## config.mk

```make
export PLATFORM = sky130hd
export DESIGN_NAME = temp_entry_enc_flat
export DESIGN_NICKNAME = d
export VERILOG_FILES = /design/src/rtl/temp_entry_enc_if.sv /design/src/rtl/temp_entry_enc.sv /design/src/flat_wrapper.sv
export SDC_FILE = /design/constraint.sdc
export NUM_CORES = 1
export LEC_CHECK = 0
export BUFFER_PORTS_ARGS = -buffer_cell sky130_fd_sc_hd__clkbuf_2
export CORE_MARGIN = 8
export CORE_UTILIZATION = 50
export CTS_BUF_LIST = sky130_fd_sc_hd__clkbuf_4 sky130_fd_sc_hd__clkbuf_8
export DETAILED_ROUTE_END_ITERATION = 10
export PLACE_DENSITY = 0.82
export SYNTH_ARGS = -nofsm -noshare
export SYNTH_HDL_FRONTEND = slang
export SYNTH_SLANG_ARGS = --single-unit
```

## constraint.sdc

```tcl
create_clock -name clk -period 2.6 [get_ports clk]
set_input_delay 0.65 -clock clk [delete_from_list [all_inputs] [get_ports clk]]
set_output_delay 0.65 -clock clk [all_outputs]
set_load 0.01 [all_outputs]
```

## src/rtl/temp_entry_enc_if.sv

```systemverilog
// temp_entry_enc_if: keypad-side and display/setpoint-side signals of the
// temperature entry encoder, bundled so the encoder and its driver share one
// port list.
//
//   digit_valid  one-cycle strobe, digit carries a keypress
//   digit[3:0]   BCD digit, legal 0..9
//   enter        one-cycle strobe, commit pending entry
//   clear        one-cycle strobe, abandon pending entry and clear err
//   temp[4:0]    last committed temperature (binary)
//   temp_valid   one-cycle pulse, temp just updated
//   err          level, last action rejected
//   entry_active high while digits are pending
//   disp_dec     pending tens digit for the 7-segment driver (4'hF = blank)
//   disp_uni     pending units digit for the 7-segment driver (4'hF = blank)
//
// master: keypad/controller side (drives strobes)
// slave : encoder side (drives results)
interface temp_entry_enc_if;
  logic       digit_valid;
  logic [3:0] digit;
  logic       enter;
  logic       clear;
  logic [4:0] temp;
  logic       temp_valid;
  logic       err;
  logic       entry_active;
  logic [3:0] disp_dec;
  logic [3:0] disp_uni;

  modport master (
    output digit_valid, digit, enter, clear,
    input  temp, temp_valid, err, entry_active, disp_dec, disp_uni
  );

  modport slave (
    input  digit_valid, digit, enter, clear,
    output temp, temp_valid, err, entry_active, disp_dec, disp_uni
  );
endinterface

```

## src/rtl/temp_entry_enc.sv

```systemverilog
// temp_entry_enc: decimal-to-binary entry encoder for the temperature
// setpoint. Collects up to two BCD digits (tens first, shifted in), echoes
// them for the 7-segment driver and, on enter, loads the binary value into
// temp when it does not exceed TEMP_MAX. Pending entries are abandoned after
// TIMEOUT_CYC idle cycles.
//
// Ports
//   clk    system clock, all state on rising edge
//   reset  asynchronous, active-high reset
//   bus    temp_entry_enc_if.slave (strobes in, temp/err/display out)
//
// Parameters
//   TEMP_MAX     largest accepted temperature (0..31)
//   TIMEOUT_CYC  idle cycles after the last accepted digit before abandon
//   TO_W         timeout counter width, 2**TO_W > TIMEOUT_CYC
//
// state | meaning
// ------+---------------------------------------------------------
// IDLE  | no digits pending, display blank
// ONE   | one digit pending (d1), shown in units position
// TWO   | two digits pending (d1 tens, d2 units)
module temp_entry_enc #(
  parameter int TEMP_MAX    = 31,
  parameter int TIMEOUT_CYC = 50_000_000,
  parameter int TO_W        = 26
) (
  input  logic            clk,
  input  logic            reset,
  temp_entry_enc_if.slave bus
);

  typedef enum logic [1:0] {
    IDLE = 2'd0,
    ONE  = 2'd1,
    TWO  = 2'd2
  } state_t;

  localparam logic [6:0]      TMAX7   = 7'(TEMP_MAX);
  localparam logic [TO_W-1:0] TO_LAST = TO_W'(TIMEOUT_CYC - 1);
  localparam logic [TO_W-1:0] TO_ONE  = TO_W'(1);
  localparam logic [3:0]      BLANK   = 4'hF;

  state_t          state_q, state_d;
  logic [3:0]      d1_q, d1_d;
  logic [3:0]      d2_q, d2_d;
  logic [TO_W-1:0] cnt_q, cnt_d;
  logic [4:0]      temp_q, temp_d;
  logic            tv_q, tv_d;
  logic            err_q, err_d;
  logic            act_q, act_d;
  logic [3:0]      dec_q, dec_d;
  logic [3:0]      uni_q, uni_d;

  logic            digit_ok;
  logic [6:0]      two_val;
  logic [6:0]      commit_val;
  logic            to_hit;

  assign digit_ok = (bus.digit <= 4'd9);

  // d1*10 + d2 without a multiplier; max 99 fits in 7 bits.
  assign two_val    = ({3'b000, d1_q} << 3) + ({3'b000, d1_q} << 1) + {3'b000, d2_q};
  assign commit_val = (state_q == TWO) ? two_val : {3'b000, d1_q};
  assign to_hit     = (cnt_q == TO_LAST);

  always_comb begin
    state_d = state_q;
    d1_d    = d1_q;
    d2_d    = d2_q;
    cnt_d   = cnt_q;
    temp_d  = temp_q;
    tv_d    = 1'b0;
    err_d   = err_q;

    // Priority: clear > enter > digit_valid; a higher strobe masks the rest.
    if (bus.clear) begin
      state_d = IDLE;
      d1_d    = 4'd0;
      d2_d    = 4'd0;
      cnt_d   = '0;
      err_d   = 1'b0;
    end else if (bus.enter) begin
      cnt_d = '0;
      // enter with nothing pending is ignored entirely, err kept as is
      if (state_q != IDLE) begin
        state_d = IDLE;
        d1_d    = 4'd0;
        d2_d    = 4'd0;
        if (commit_val <= TMAX7) begin
          temp_d = commit_val[4:0];
          tv_d   = 1'b1;
          err_d  = 1'b0;
        end else begin
          err_d = 1'b1;
        end
      end
    end else if (bus.digit_valid && digit_ok) begin
      cnt_d = '0;
      unique case (state_q)
        IDLE: begin
          d1_d    = bus.digit;
          err_d   = 1'b0;
          state_d = ONE;
        end
        ONE: begin
          d2_d    = bus.digit;
          err_d   = 1'b0;
          state_d = TWO;
        end
        default: begin
          // third digit overflows the two-digit field: drop the entry
          d1_d    = 4'd0;
          d2_d    = 4'd0;
          err_d   = 1'b1;
          state_d = IDLE;
        end
      endcase
    end else begin
      // an illegal digit only flags err; the idle timer keeps running
      if (bus.digit_valid) begin
        err_d = 1'b1;
      end
      if (state_q == IDLE) begin
        cnt_d = '0;
      end else if (to_hit) begin
        state_d = IDLE;
        d1_d    = 4'd0;
        d2_d    = 4'd0;
        cnt_d   = '0;
        err_d   = 1'b1;
      end else begin
        cnt_d = cnt_q + TO_ONE;
      end
    end
  end

  // Display and activity flag follow the next state so they are registered
  // alongside it; the second digit shifts the first into the tens position.
  always_comb begin
    dec_d = BLANK;
    uni_d = BLANK;
    act_d = 1'b0;
    unique case (state_d)
      ONE: begin
        uni_d = d1_d;
        act_d = 1'b1;
      end
      TWO: begin
        dec_d = d1_d;
        uni_d = d2_d;
        act_d = 1'b1;
      end
      default: begin
        dec_d = BLANK;
        uni_d = BLANK;
        act_d = 1'b0;
      end
    endcase
  end

  always_ff @(posedge clk or posedge reset) begin
    if (reset) begin
      state_q <= IDLE;
      d1_q    <= 4'd0;
      d2_q    <= 4'd0;
      cnt_q   <= '0;
      temp_q  <= 5'd0;
      tv_q    <= 1'b0;
      err_q   <= 1'b0;
      act_q   <= 1'b0;
      dec_q   <= BLANK;
      uni_q   <= BLANK;
    end else begin
      state_q <= state_d;
      d1_q    <= d1_d;
      d2_q    <= d2_d;
      cnt_q   <= cnt_d;
      temp_q  <= temp_d;
      tv_q    <= tv_d;
      err_q   <= err_d;
      act_q   <= act_d;
      dec_q   <= dec_d;
      uni_q   <= uni_d;
    end
  end

  assign bus.temp         = temp_q;
  assign bus.temp_valid   = tv_q;
  assign bus.err          = err_q;
  assign bus.entry_active = act_q;
  assign bus.disp_dec     = dec_q;
  assign bus.disp_uni     = uni_q;

endmodule

```

## src/flat_wrapper.sv

```systemverilog
// flat-port wrapper written by rule: the top's interface ports become plain ports
module temp_entry_enc_flat 
#(
  parameter int TEMP_MAX    = 31,
  parameter int TIMEOUT_CYC = 50_000_000,
  parameter int TO_W        = 26
)
  (clk, reset, bus_digit_valid, bus_digit, bus_enter, bus_clear, bus_temp, bus_temp_valid, bus_err, bus_entry_active, bus_disp_dec, bus_disp_uni);
  temp_entry_enc_if bus_i ();
  input  logic clk;
  input  logic reset;
  input wire logic [$bits(bus_i.digit_valid)-1:0] bus_digit_valid;
  input wire logic [$bits(bus_i.digit)-1:0] bus_digit;
  input wire logic [$bits(bus_i.enter)-1:0] bus_enter;
  input wire logic [$bits(bus_i.clear)-1:0] bus_clear;
  output wire logic [$bits(bus_i.temp)-1:0] bus_temp;
  output wire logic [$bits(bus_i.temp_valid)-1:0] bus_temp_valid;
  output wire logic [$bits(bus_i.err)-1:0] bus_err;
  output wire logic [$bits(bus_i.entry_active)-1:0] bus_entry_active;
  output wire logic [$bits(bus_i.disp_dec)-1:0] bus_disp_dec;
  output wire logic [$bits(bus_i.disp_uni)-1:0] bus_disp_uni;
  assign bus_i.digit_valid = bus_digit_valid;
  assign bus_i.digit = bus_digit;
  assign bus_i.enter = bus_enter;
  assign bus_i.clear = bus_clear;
  assign bus_temp = bus_i.temp;
  assign bus_temp_valid = bus_i.temp_valid;
  assign bus_err = bus_i.err;
  assign bus_entry_active = bus_i.entry_active;
  assign bus_disp_dec = bus_i.disp_dec;
  assign bus_disp_uni = bus_i.disp_uni;
  temp_entry_enc #(.TEMP_MAX(TEMP_MAX), .TIMEOUT_CYC(TIMEOUT_CYC), .TO_W(TO_W)) u_core (.clk(clk), .reset(reset), .bus(bus_i));
endmodule
```

==> results.env <==
OUTCOME='finished clean'
ASYNC_SET_OR_RESET_FLOP_FRACTION_IN_THE_SYNTHESIZED_NETLIST_PCT=100
SETUP-VIOLATIONS-FINAL=0
CPMOSTUSEDCELL='sky130_fd_sc_hd__inv_2'
TIMING.SLEW.HEADROOM_PCT=54.7
ROWS=27
WORSTMARGINPINSLEW_NS=0.674
FILLCELLCOUNT=442
DRT-PASS1-ITER-COUNT=4
TIMING.CRITICAL_PATH.TO_TYPE='flip-flop'
DIE_AREA_MM2=0.00840
SYN_INST=288
POWER_DENSITY_mW_PER_MM2=464
LEAKAGEPOWER_nW=1.60
CRITICAL_PATH.MAX_STAGE_DELAY_NS=0.55
ANTENNA_FOUND_INITIAL=0
PATH_MAX_FANOUT=6
CRIT_CHAIN='inv_2 -> fa_1 -> inv_2 -> fa_2 -> a21o_1 -> a21oi_2 -> mux2i_1 -> o21a_2 -> mux2_4'
YOSYSWARNINGS=0
SHARE_OF_CELLS_ABOVE_DRIVE_STRENGTH_1_PCT=32.9
AREA_GROWTH_PCT=22.6
SYNTH.FF_LATCH_COUNT=52
CELL_AREA_AFTER_SYNTHESIS_MM2=0.00286
CLOCK_INSERTION_DELAY_AT_THE_LATER_PIN_OF_THE_SKEW_REPORT_NS=0.32
START_KIND='flip-flop'
SYNTH_CELL_TYPES=50
FINALHOLDWORSTSLACK_NS=0.331
SYNTH-EDFF-COUNT=0
CLOCKBUFFERDEPTH=2
CORE-AREA_MM2=0.00551
NUM-NETS-FINAL=366
REQUIRED_NS=2.82
CTS_MADE_BUFFERS=5
CLOCK_TREE_SKEW_AFTER_FINAL_LAYOUT_NS=0.0111
CLOCKROOTBUFFER='sky130_fd_sc_hd__clkbuf_8'
POWER.TOTAL_mW=1.63
GLOBAL_ROUTE_WIRE_LENGTH_BEFORE_REPAIR_UM=11300
START_UTIL_PCT=52.0
ANT_NETS=0
WORSTSETUPPATHTYPE='flip-flop to flip-flop'
WORST_EP_ARRIVAL_TIME_NS=2.80
FIRST_GLOBAL_VIAS=2422
IO_BUFFER_COUNT=24
GRT_UTIL_ALL_LAYERS_PCT=16.5
GLOBALROUTEOVERFLOWTOTAL=0
REPORT.FINAL.SLEW_VIOL_COUNT=0
FINAL_CELL_MIX='sky130_fd_sc_hd__dfrtp_1, sky130_fd_sc_hd__nor2_1, sky130_fd_sc_hd__buf_4, sky130_fd_sc_hd__clkbuf_2, sky130_fd_sc_hd__nand2_1'
CTS.CLK_SLEW.WORST_PATHS_NS=0.10
STDCELL_COUNT=418
FIN_SETUP_TNS_NS=0
ROUTED-VIA-COUNT=2414
FINAL_COMMON_CELL='sky130_fd_sc_hd__dfrtp_1'
CTS.SINK_COUNT=52
POST-PLACE-CELLS=407
DIE_WIDTH_UM=91.7
SYNTH_SEQUENTIAL_AREA_RATIO_PCT=45.8
SYNTH.AVG_CELL_AREA_UM2=9.94
CP_TOP_FAMILY='adder cells'
GRT_MAX_DEGREE=53
POST_DRT_VIA_CELL_RATIO=5.78
PEAKVDDDROP_V=0.000325
ROUTABILITYCONGESTION=0.913
CRITICAL_PATH.SLOWEST_CELL='sky130_fd_sc_hd__fa_1'
DRC=0
DIODES=0
PERIOD_MINUS_SLACK_NS=2.58
SETUP.REG_TO_REG.WORST_SLACK_NS=0.02
UNREPAIRED_SETUP_ENDPOINTS_AFTER_GLOBAL_ROUTING='yes'
CTS_HOLD_BUF=0
FMAX_MHz=387
MULTI_INPUT_AREA_MM2=0.00153
WIRELENGTH_UM=6720
ROUTEDWLPERCELL_UM=16.1
CTS-HTREE-LEVELS=2
DRT_FIRST_ITER_VIOLATIONS=167
NUMBER_OF_VIOLATIONS_OF_THE_MAX_CAPACITANCE_LIMIT=0
AREA.SEQUENTIAL_MM2=0.00131
TIMING.CRITICAL_PATH.BUF_INV=2
CTS_TREE='yes'
DP.FINAL_HPWL_UM=4890
DETAILED_PLACE.AREA_MM2=0.00329
IOS=25
STDCELL_AREA_MM2=0.00351
DIE_HEIGHT_UM=91.7
MIN_PATH_TYPE='input port to async pin'
HOLD_VIOLATIONS=0
SYN_NETS=309
POSTSYNTH.TOPFLOPCELL='sky130_fd_sc_hd__dfrtp_1'
FINAL.PERIOD_UTILIZATION_PCT=99.3
path summary, 6_finish.rpt:
path,from,to,depth (start not counted)
max,u_core.d2_q[3],u_core.bus.temp[2],9
min,reset,u_core.cnt_q[22],3
max reg2reg,u_core.d2_q[3],u_core.bus.temp[2],9
min reg2reg,u_core.bus.temp[2],u_core.bus.temp[2],1
max in group asynchronous,reset,u_core.bus.disp_dec[2],3
min in group clk,u_core.bus.temp[2],u_core.bus.temp[2],1
through the flow:
stage	utilization, %	setup WS (ns)
after detailed placement	59.8	-0.0853
after CTS	62.5	-0.0136
final	63.7	0.0186
after global routing	63.7	-0.0979
after global placement	59.8	-0.00821
after floorplan	-	0.00242
routing by layer:
metal  GRT usage (%)  routed length (um)  up-vias
li1                -                   -     1123
met1            18.3                2820     1195
met2            28.9                3310       85
met3            5.13                 468       11
met4            6.14                 118        0
met5               0                   0        -
timing repair:
action / CTS / global route
pin swaps: 0 / 9
resized for setup: 3 / 14
gates cloned: 0 / 0
endpoints found under the hold margin: 0 / 0
setup buffers: 1 / 2
endpoints found under the setup margin: 8 / 8
worst register-to-register path: stages, from the launching register on:
cell	delay [ns]
sky130_fd_sc_hd__dfrtp_1	0.38
sky130_fd_sc_hd__inv_2	0.05
sky130_fd_sc_hd__fa_1	0.55
sky130_fd_sc_hd__inv_2	0.06
sky130_fd_sc_hd__fa_2	0.33
sky130_fd_sc_hd__a21o_1	0.17
sky130_fd_sc_hd__a21oi_2	0.13
sky130_fd_sc_hd__mux2i_1	0.23
sky130_fd_sc_hd__o21a_2	0.27
sky130_fd_sc_hd__mux2_4	0.32
power breakdown:
| part | total, mW | leakage, nW | switching (mW) | internal [mW] |
|---|---|---|---|---|
| clock | 0.598 | 0.0614 | 0.283 | 0.315 |
| combinational | 0.188 | 0.841 | 0.106 | 0.0820 |
| sequential | 0.840 | 0.694 | 0.0116 | 0.828 |
| total | 1.63 | 1.60 | 0.401 | 1.23 |
registers in the layout, summed over array words and instances (netlist names):
name                     cells
u_core.cnt_q                26
u_core.d2_q                  4
u_core.state_q               2
u_core.bus.disp_uni          4
u_core.d1_q                  4
u_core.bus.temp_valid        1
u_core.bus.entry_active      1
u_core.bus.temp              5
u_core.bus.err               1
u_core.bus.disp_dec          4
synthesized netlist by cell type (3+ instances only):
library cell / number / area share, %
sky130_fd_sc_hd__ha_1: 10 / 4.4
sky130_fd_sc_hd__and2_1: 7 / 1.5
sky130_fd_sc_hd__a31oi_1: 6 / 1.3
sky130_fd_sc_hd__nor4_1: 3 / 0.66
sky130_fd_sc_hd__xor2_1: 17 / 5.2
sky130_fd_sc_hd__mux2_2: 9 / 3.5
sky130_fd_sc_hd__inv_1: 13 / 1.7
sky130_fd_sc_hd__clkbuf_1: 9 / 1.2
sky130_fd_sc_hd__mux2i_1: 5 / 1.7
sky130_fd_sc_hd__nand4_1: 9 / 2.0
sky130_fd_sc_hd__a22o_1: 3 / 0.92
sky130_fd_sc_hd__xnor2_1: 8 / 2.4
sky130_fd_sc_hd__o22ai_1: 3 / 0.66
sky130_fd_sc_hd__nand2_1: 20 / 2.6
sky130_fd_sc_hd__a21oi_1: 6 / 1.0
sky130_fd_sc_hd__nand3_1: 18 / 3.1
sky130_fd_sc_hd__and3_1: 4 / 0.87
sky130_fd_sc_hd__o21ai_0: 7 / 1.2
sky130_fd_sc_hd__dfstp_2: 8 / 7.3
sky130_fd_sc_hd__nor2_1: 37 / 4.9
sky130_fd_sc_hd__dfrtp_1: 44 / 38
sky130_fd_sc_hd__or2_2: 3 / 0.66
final cells by class:
class                      count  share of cell area (%)
multi-input combinational    213                    43.7
sequential                    52                    37.4
timing repair buffer          60                    11.5
tap                           72                    2.57
clock buffer                   6                    2.35
inverter                      13                    1.39
clock inverter                 2                    1.11
cell families (layout without fill, tap and decap cells):
group | Yosys count | count (layout) | share of synthesized area (%)
AO/OA/AOI/OAI | 46 | 46 | 11.5
XOR/XNOR | 25 | 25 | 7.65
adder cells (fa/ha/maj) | 12 | 12 | 5.77
buffers and inverters | 23 | 81 | 3.28
flip-flops | 52 | 52 | 45.8
multiplexers | 14 | 14 | 5.29
AND/OR/NAND/NOR | 116 | 116 | 20.6
No activity file was read; power rests on OpenSTA's default activity.
